File: config.mk
export PLATFORM = sky130hd
export DESIGN_NAME = packet_ejector
export DESIGN_NICKNAME = d
export VERILOG_FILES = /design/src/rtl/noc_pkt_pkg.sv /design/src/rtl/ejector_fifo.sv /design/src/rtl/packet_ejector.sv
export SDC_FILE = /design/constraint.sdc
export NUM_CORES = 1
export LEC_CHECK = 0
export BUFFER_PORTS_ARGS = -buffer_cell sky130_fd_sc_hd__buf_2
export CAP_MARGIN = 25
export CORE_UTILIZATION = 35
export CTS_BUF_LIST = sky130_fd_sc_hd__clkbuf_8
export DETAILED_ROUTE_END_ITERATION = 8
export PLACE_DENSITY = 0.59
export SLEW_MARGIN = 25
export SYNTH_ARGS = -nofsm -noshare
export SYNTH_HDL_FRONTEND = slang
export SYNTH_HIERARCHICAL = 1
export SYNTH_SLANG_ARGS = --single-unit
export TNS_END_PERCENT = 30
File: constraint.sdc
create_clock -name clk -period 5.4 [get_ports clk]
set_input_delay 1.08 -clock clk [delete_from_list [all_inputs] [get_ports clk]]
set_output_delay 1.08 -clock clk [all_outputs]
set_load 0.05 [all_outputs]
File: src/rtl/noc_pkt_pkg.sv
// Shared packet layout, ejector FSM encoding and debug view for the mesh local-port sink.
package noc_pkt_pkg;

    localparam int PKTID_W = 10;
    localparam int MODID_W = 6;

    // Packet layout, MSB first: {xDst, yDst, xSrc, ySrc, PacketID, ModuleID}
    localparam int XDST_W    = 4;
    localparam int YDST_W    = 4;
    localparam int XSRC_W    = 4;
    localparam int YSRC_W    = 4;
    localparam int PKTID_LSB = MODID_W;
    localparam int MODID_LSB = 0;
    localparam int YSRC_LSB  = PKTID_LSB + PKTID_W;
    localparam int XSRC_LSB  = YSRC_LSB + YSRC_W;
    localparam int YDST_LSB  = XSRC_LSB + XSRC_W;
    localparam int XDST_LSB  = YDST_LSB + YDST_W;

    typedef enum logic [1:0] {
        IDLE    = 2'd0,
        GRANT   = 2'd1,
        RELEASE = 2'd2
    } ejState_t;

    typedef struct packed {
        logic [5:0] nodeId;
        ejState_t   state;
        logic [7:0] occupancy;
    } ejDebug_t;

endpackage

File: src/rtl/ejector_fifo.sv
// Synchronous FIFO for the packet ejector; push and pop may occur in the same cycle, even when full.
module ejector_fifo #(
    parameter int FIFO_DEPTH = 4,
    parameter int dataWidth  = 32
) (
    input  logic                            clk,
    input  logic                            reset,
    input  logic                            push,
    input  logic                            pop,
    input  logic [dataWidth-1:0]            din,
    output logic [dataWidth-1:0]            dout,
    output logic [$clog2(FIFO_DEPTH):0]     count,
    output logic                            full,
    output logic                            empty
);

    localparam int AW = $clog2(FIFO_DEPTH);
    localparam int CW = AW + 1;

    logic [dataWidth-1:0] mem [FIFO_DEPTH];
    logic [AW-1:0]        rdPtr;
    logic [AW-1:0]        wrPtr;
    logic                 doPush;
    logic                 doPop;

    assign empty = (count == '0);
    assign full  = (count == CW'(FIFO_DEPTH));
    assign dout  = mem[rdPtr];

    // A pop in the same cycle frees the head slot, so a full FIFO may still take a push.
    assign doPop  = pop && !empty;
    assign doPush = push && (!full || doPop);

    always_ff @(posedge clk or posedge reset) begin
        if (reset) begin
            rdPtr <= '0;
            wrPtr <= '0;
            count <= '0;
        end else begin
            if (doPush) wrPtr <= wrPtr + AW'(1);
            if (doPop)  rdPtr <= rdPtr + AW'(1);
            case ({doPush, doPop})
                2'b10:   count <= count + CW'(1);
                2'b01:   count <= count - CW'(1);
                default: count <= count;
            endcase
        end
    end

    always_ff @(posedge clk) begin
        if (doPush) mem[wrPtr] <= din;
    end

endmodule

File: src/rtl/packet_ejector.sv
// Local-port sink of one mesh node: request/grant intake, FIFO buffering, route and sequence checks.
// Optional per-source PacketID sequence check is built when PACKET_EJECTOR_SEQ_CHECK_EN is defined.
module packet_ejector
    import noc_pkt_pkg::*;
#(
    parameter logic [5:0] routerID   = 6'b000_000,
    parameter int         dataWidth  = 32,
    parameter int         dim        = 4,
    parameter int         FIFO_DEPTH = 4,
    parameter int         CNT_W      = 16
) (
    input  logic                 clk,
    input  logic                 reset,
    input  logic                 ReqUpStr,
    input  logic [dataWidth-1:0] PacketIn,
    output logic                 GntUpStr,
    output logic                 UpStrFull,
    output logic                 PktValid,
    input  logic                 PktReady,
    output logic [dataWidth-1:0] PktOut,
    output logic [CNT_W-1:0]     RxCount,
    output logic [CNT_W-1:0]     RouteErrCount,
    output logic [CNT_W-1:0]     SeqErrCount,
    output ejDebug_t             ejDebug
);

    localparam int CW = $clog2(FIFO_DEPTH) + 1;

    ejState_t       state;
    ejState_t       stateNext;
    logic           gntNext;
    logic           accept;
    logic           pop;
    logic           routeErr;
    logic [CW-1:0]  fifoCount;
    logic           fifoFull;
    logic           fifoEmpty;

    // PE handshake: PktOut is stable while PktValid is high; the head leaves on a cycle with PktValid && PktReady.
    assign PktValid  = !fifoEmpty;
    assign pop       = PktValid && PktReady;
    assign UpStrFull = fifoFull;

    // Residual offset lives in the magnitude bits; the direction bit alone is not an error.
    assign routeErr = (|PacketIn[XDST_LSB +: dim-1]) || (|PacketIn[YDST_LSB +: dim-1]);

    ejector_fifo #(
        .FIFO_DEPTH (FIFO_DEPTH),
        .dataWidth  (dataWidth)
    ) uFifo (
        .clk   (clk),
        .reset (reset),
        .push  (accept),
        .pop   (pop),
        .din   (PacketIn),
        .dout  (PktOut),
        .count (fifoCount),
        .full  (fifoFull),
        .empty (fifoEmpty)
    );

    always_ff @(posedge clk or posedge reset) begin
        if (reset) begin
            state    <= IDLE;
            GntUpStr <= 1'b0;
        end else begin
            state    <= stateNext;
            GntUpStr <= gntNext;
        end
    end

    always_comb begin
        stateNext = state;
        gntNext   = 1'b0;
        accept    = 1'b0;
        case (state)
            IDLE: begin
                if (ReqUpStr && !fifoFull) begin
                    accept    = 1'b1;
                    gntNext   = 1'b1;
                    stateNext = GRANT;
                end
            end
            GRANT:   stateNext = RELEASE;
            // Wait for the router to drop its request so one request is never taken twice.
            RELEASE: if (!ReqUpStr) stateNext = IDLE;
            default: stateNext = IDLE;
        endcase
    end

    always_ff @(posedge clk or posedge reset) begin
        if (reset) begin
            RxCount       <= '0;
            RouteErrCount <= '0;
        end else if (accept) begin
            RxCount <= RxCount + CNT_W'(1);
            if (routeErr) RouteErrCount <= RouteErrCount + CNT_W'(1);
        end
    end

`ifdef PACKET_EJECTOR_SEQ_CHECK_EN
    logic [PKTID_W-1:0] lastId [2**MODID_W];
    logic [2**MODID_W-1:0] seen;
    logic [MODID_W-1:0] modId;
    logic [PKTID_W-1:0] pktId;
    logic               seqErr;

    assign modId  = PacketIn[MODID_LSB +: MODID_W];
    assign pktId  = PacketIn[PKTID_LSB +: PKTID_W];
    assign seqErr = seen[modId] && (pktId != lastId[modId] + PKTID_W'(1));

    always_ff @(posedge clk or posedge reset) begin
        if (reset) begin
            seen        <= '0;
            SeqErrCount <= '0;
        end else if (accept) begin
            seen[modId] <= 1'b1;
            if (seqErr) SeqErrCount <= SeqErrCount + CNT_W'(1);
        end
    end

    // Only the seen bits need clearing; a stale lastId is never consulted.
    always_ff @(posedge clk) begin
        if (accept) lastId[modId] <= pktId;
    end
`else
    assign SeqErrCount = '0;
`endif

    always_comb begin
        ejDebug           = '0;
        ejDebug.nodeId    = routerID;
        ejDebug.state     = state;
        ejDebug.occupancy = 8'(fifoCount);
    end

endmodule

==> impl_metrics.csv <==
group,metric,value,unit
status,status,"finished, final reports clean",
synth,synth_top_family_by_area,"multiplexers",
placement,place_congestion,0.760,
cells_and_area,fin_cells,781,
placement,dp_slack,1.81,ns
hold_path,hp-class,"reg2reg",
global_routing,grtUsageTotal,13.3,%
pwr,intPower,2.61,mW
sta,report.final.setup_viol,0,
route,wl_per_cell,16.2,µm
synth,synth_edf_count,128,
global_routing,grt_pass1_wl,19800,µm
pwr,power_density,571,nW/µm²
die,die_h,143,µm
sta,worstMarginPinSlew,0.912,ns
setup_path,cpLargestDelayFamily,"buffers and inverters",
synth,synthAdderAreaFrac,1.37,%
setup_path,start_kind,"register",
setup_path,crit_arrival,2.23,ns
cells_and_area,drive_above_1_share,36.8,%
synth,synth.mux.area_fraction,10.9,%
flow_run,drv_cap,0,
synth,synth-compound-area-share,1.55,%
global_routing,grt_pass1_vias,3711,
pwr,switchingPower,1.98,mW
clock_tree,cts_buffer_depth,2,
pwr,pwr-share-clk,19.4,%
sta,hold_viol,0,
global_routing,grt_overflow,0,
clock_tree,cts_hold_buffers,0,
pwr,pwr-share-comb,40.8,%
placement,placedCellCount,747,
synth,synth_xor_area_share,4.53,%
placement,port_buffers,107,
cells_and_area,nNetsFinal,544,
synth,avgSynthCellArea,17.9,µm²
synth,ys.flop_type,"edfxtp_1",
clock_tree,cts_tree,"done",
clock_tree,cts_sinks,170,
setup_path,path_cells,"buf_4, mux4_2, buf_2",
route,vias_per_cell,4.58,
route,routed_wl,12700,µm
cells_and_area,area_growth,16.0,%
clock_tree,cts_buffers,17,
global_routing,antenna_found_initial,3,
setup_path,critPathBufInv,2,
synth,yosysSeqAreaShare,70.7,%
setup_path,critPathCaptureType,"output pin",
route,antenna_left,0,
pwr,p_sw_share,43.1,%
synth,yosys_warnings,6,
sta,max-slew-margin-rel,39.2,%
synth,ys_ff_latch,170,
die,die_w,143,µm
synth,async_reset_ff_share,24.7,%
die,fp-row-count,51,
sta,worst_slack,2.09,ns
route,num_vias,3578,
clock_tree,post_cts_buffers,0,
sta,clock.fmax,302,MHz
sta,drv_slew,0,
setup_path,crit_slowest_cell,"mux4_2",
setup_path,cpPeakStageDelay,0.62,ns
pwr,ir_drop,0.000284,V
clock_tree,htreeDepth,4,
setup_path,worst-setup-path-type,"reg2out",
die,io_pins,135,
setup_path,r2r_slack,2.21,ns
sta,period_minus_slack,3.31,ns
synth,synth_cell_types,44,
clock_tree,clk_latency,0.45,ns
clock_tree,cts_resized,0,
synth,synthesis.area,6930,µm²
clock_tree,cts_root_buf,"clkbuf_8",
setup_path,critPathMaxFanout,32,
pwr,seqPwrFrac,39.8,%
clock_tree,path_clk_slew,0.09,ns
synth,netlist_instances,386,
pwr,p_leak,3.09,nW
placement,place_hpwl,8280,µm
global_routing,grt_start_max_net_pins,34,
route,drtIter0Drc,207,
synth,synth-simple-area-share,6.19,%
cells_and_area,post-route-util,41.3,%
route,drc,0,
sta,tns,0,ns
route,drt_first_pass_iters,6,
setup_path,worst_ep_required_time,4.32,ns
die,core,19500,µm²
die,fp.dieArea,20400,µm²
die,initial_core_util,35.6,%
sta,finClkSkew,0.0140,ns
sta,fin_crit_sh,61.4,%
sta,rsz0062_at_grt,"false",
power by group through the flow:
stage | clock, mW | sequential [mW] | combinational [mW]
floorplan | 0 | 1.97 | 1.38
global placement | 0 | 1.84 | 1.88
CTS | 0.927 | 1.83 | 1.90
finish | 0.889 | 1.82 | 1.87
detailed placement | 0 | 1.86 | 1.90
global route | 0.976 | 1.86 | 1.99
final timing paths:
check	from	to	depth (start not counted)
max reg2reg	uFifo/count[2]	uFifo/mem[1][22]	6
max in group asynchronous	reset	RouteErrCount[4]	3
max	uFifo/rdPtr[0]	PktOut[30]	3
min in group asynchronous	reset	RxCount[2]	2
min reg2reg	RouteErrCount[15]	RouteErrCount[15]	1
min	RouteErrCount[15]	RouteErrCount[15]	1
cells by family (layout without fill, tap and decap cells):
kind of cell | Yosys count | after routing
flops | 170 | 170
simple gates | 73 | 73
buf+inv | 54 | 156
xor+xnor | 35 | 35
mux | 35 | 35
compound gates | 11 | 11
fa+ha+maj | 7 | 7
other cells | 1 | 29
routing by layer:
metal / part of all wire, % / track usage, % / wire length [µm] / vias up
li1: - / - / - / 1636
met1: 43 / 16.0 / 5450 / 1816
met2: 49 / 21.8 / 6180 / 111
met3: 7.2 / 5.30 / 914 / 13
met4: 0.99 / 4.75 / 126 / 2
met5: 0.10 / 0 / 13 / -
cell type report:
type	instances	area [µm²]
sequential	170	4900
fill	1807	11400
clock buffer	17	234
antenna	2	5.00
tap	265	332
timing repair buffer	109	551
inverter	15	56.3
multi-input combinational	188	1800
clock inverter	15	160
cells in the mapped netlist (2+ instances only):
| library cell | count | share of area, % |
|---|---|---|
| and2_2 | 4 | 0.43 |
| and3_1 | 5 | 0.45 |
| and4_1 | 3 | 0.38 |
| buf_2 | 6 | 0.43 |
| buf_4 | 27 | 2.9 |
| buf_6 | 2 | 0.33 |
| clkbuf_1 | 4 | 0.22 |
| dfrtp_1 | 42 | 15 |
| edfxtp_1 | 128 | 55 |
| ha_1 | 6 | 1.1 |
| inv_1 | 14 | 0.76 |
| mux4_2 | 32 | 10 |
| nand2_1 | 19 | 1.0 |
| nand3_1 | 9 | 0.65 |
| nand4_1 | 13 | 1.2 |
| nor2_1 | 8 | 0.43 |
| nor2b_1 | 3 | 0.27 |
| nor3_4 | 2 | 0.47 |
| o21ai_0 | 2 | 0.14 |
| xnor2_1 | 30 | 3.8 |
| xor2_1 | 4 | 0.51 |
registers in the layout, indices dropped and copies added (netlist names):
name           cells
uFifo/rdPtr        2
uFifo/count        3
GntUpStr           1
RouteErrCount     16
RxCount           16
uFifo/wrPtr        2
state              2
uFifo/mem        128
metrics by stage:
stage / power, mW / instance area, µm² / hold slack [ns]
2_1_floorplan: 3.35 / 7030 / 0.535
3_3_place_gp: 3.72 / 7640 / 0.461
3_5_place_dp: 3.76 / 7640 / 0.470
4_1_cts: 4.66 / 8030 / 0.488
5_1_grt: 4.83 / 8030 / 0.503
6_report: 4.59 / 8040 / 0.482
placed cells by master (no fill, tap or decap), types with 2 or more instances in the layout:
cell,netlist,layout
and2_2,4,4
and3_1,5,5
and4_1,3,3
buf_2,6,107
buf_4,27,2
bufinv_16,0,2
clkbuf_8,0,17
clkinv_2,0,3
clkinv_4,0,2
conb_1,1,27
dfrtp_1,42,40
dfrtp_2,0,2
diode_2,0,2
edfxtp_1,128,128
ha_1,6,6
inv_1,14,14
inv_6,0,6
mux4_2,32,32
nand2_1,19,19
nand3_1,9,9
nand4_1,13,13
nor2_1,8,8
nor2b_1,3,3
nor3_4,2,2
o21ai_0,2,2
xnor2_1,30,30
xor2_1,4,4
No activity file was read; power rests on OpenSTA's default activity.
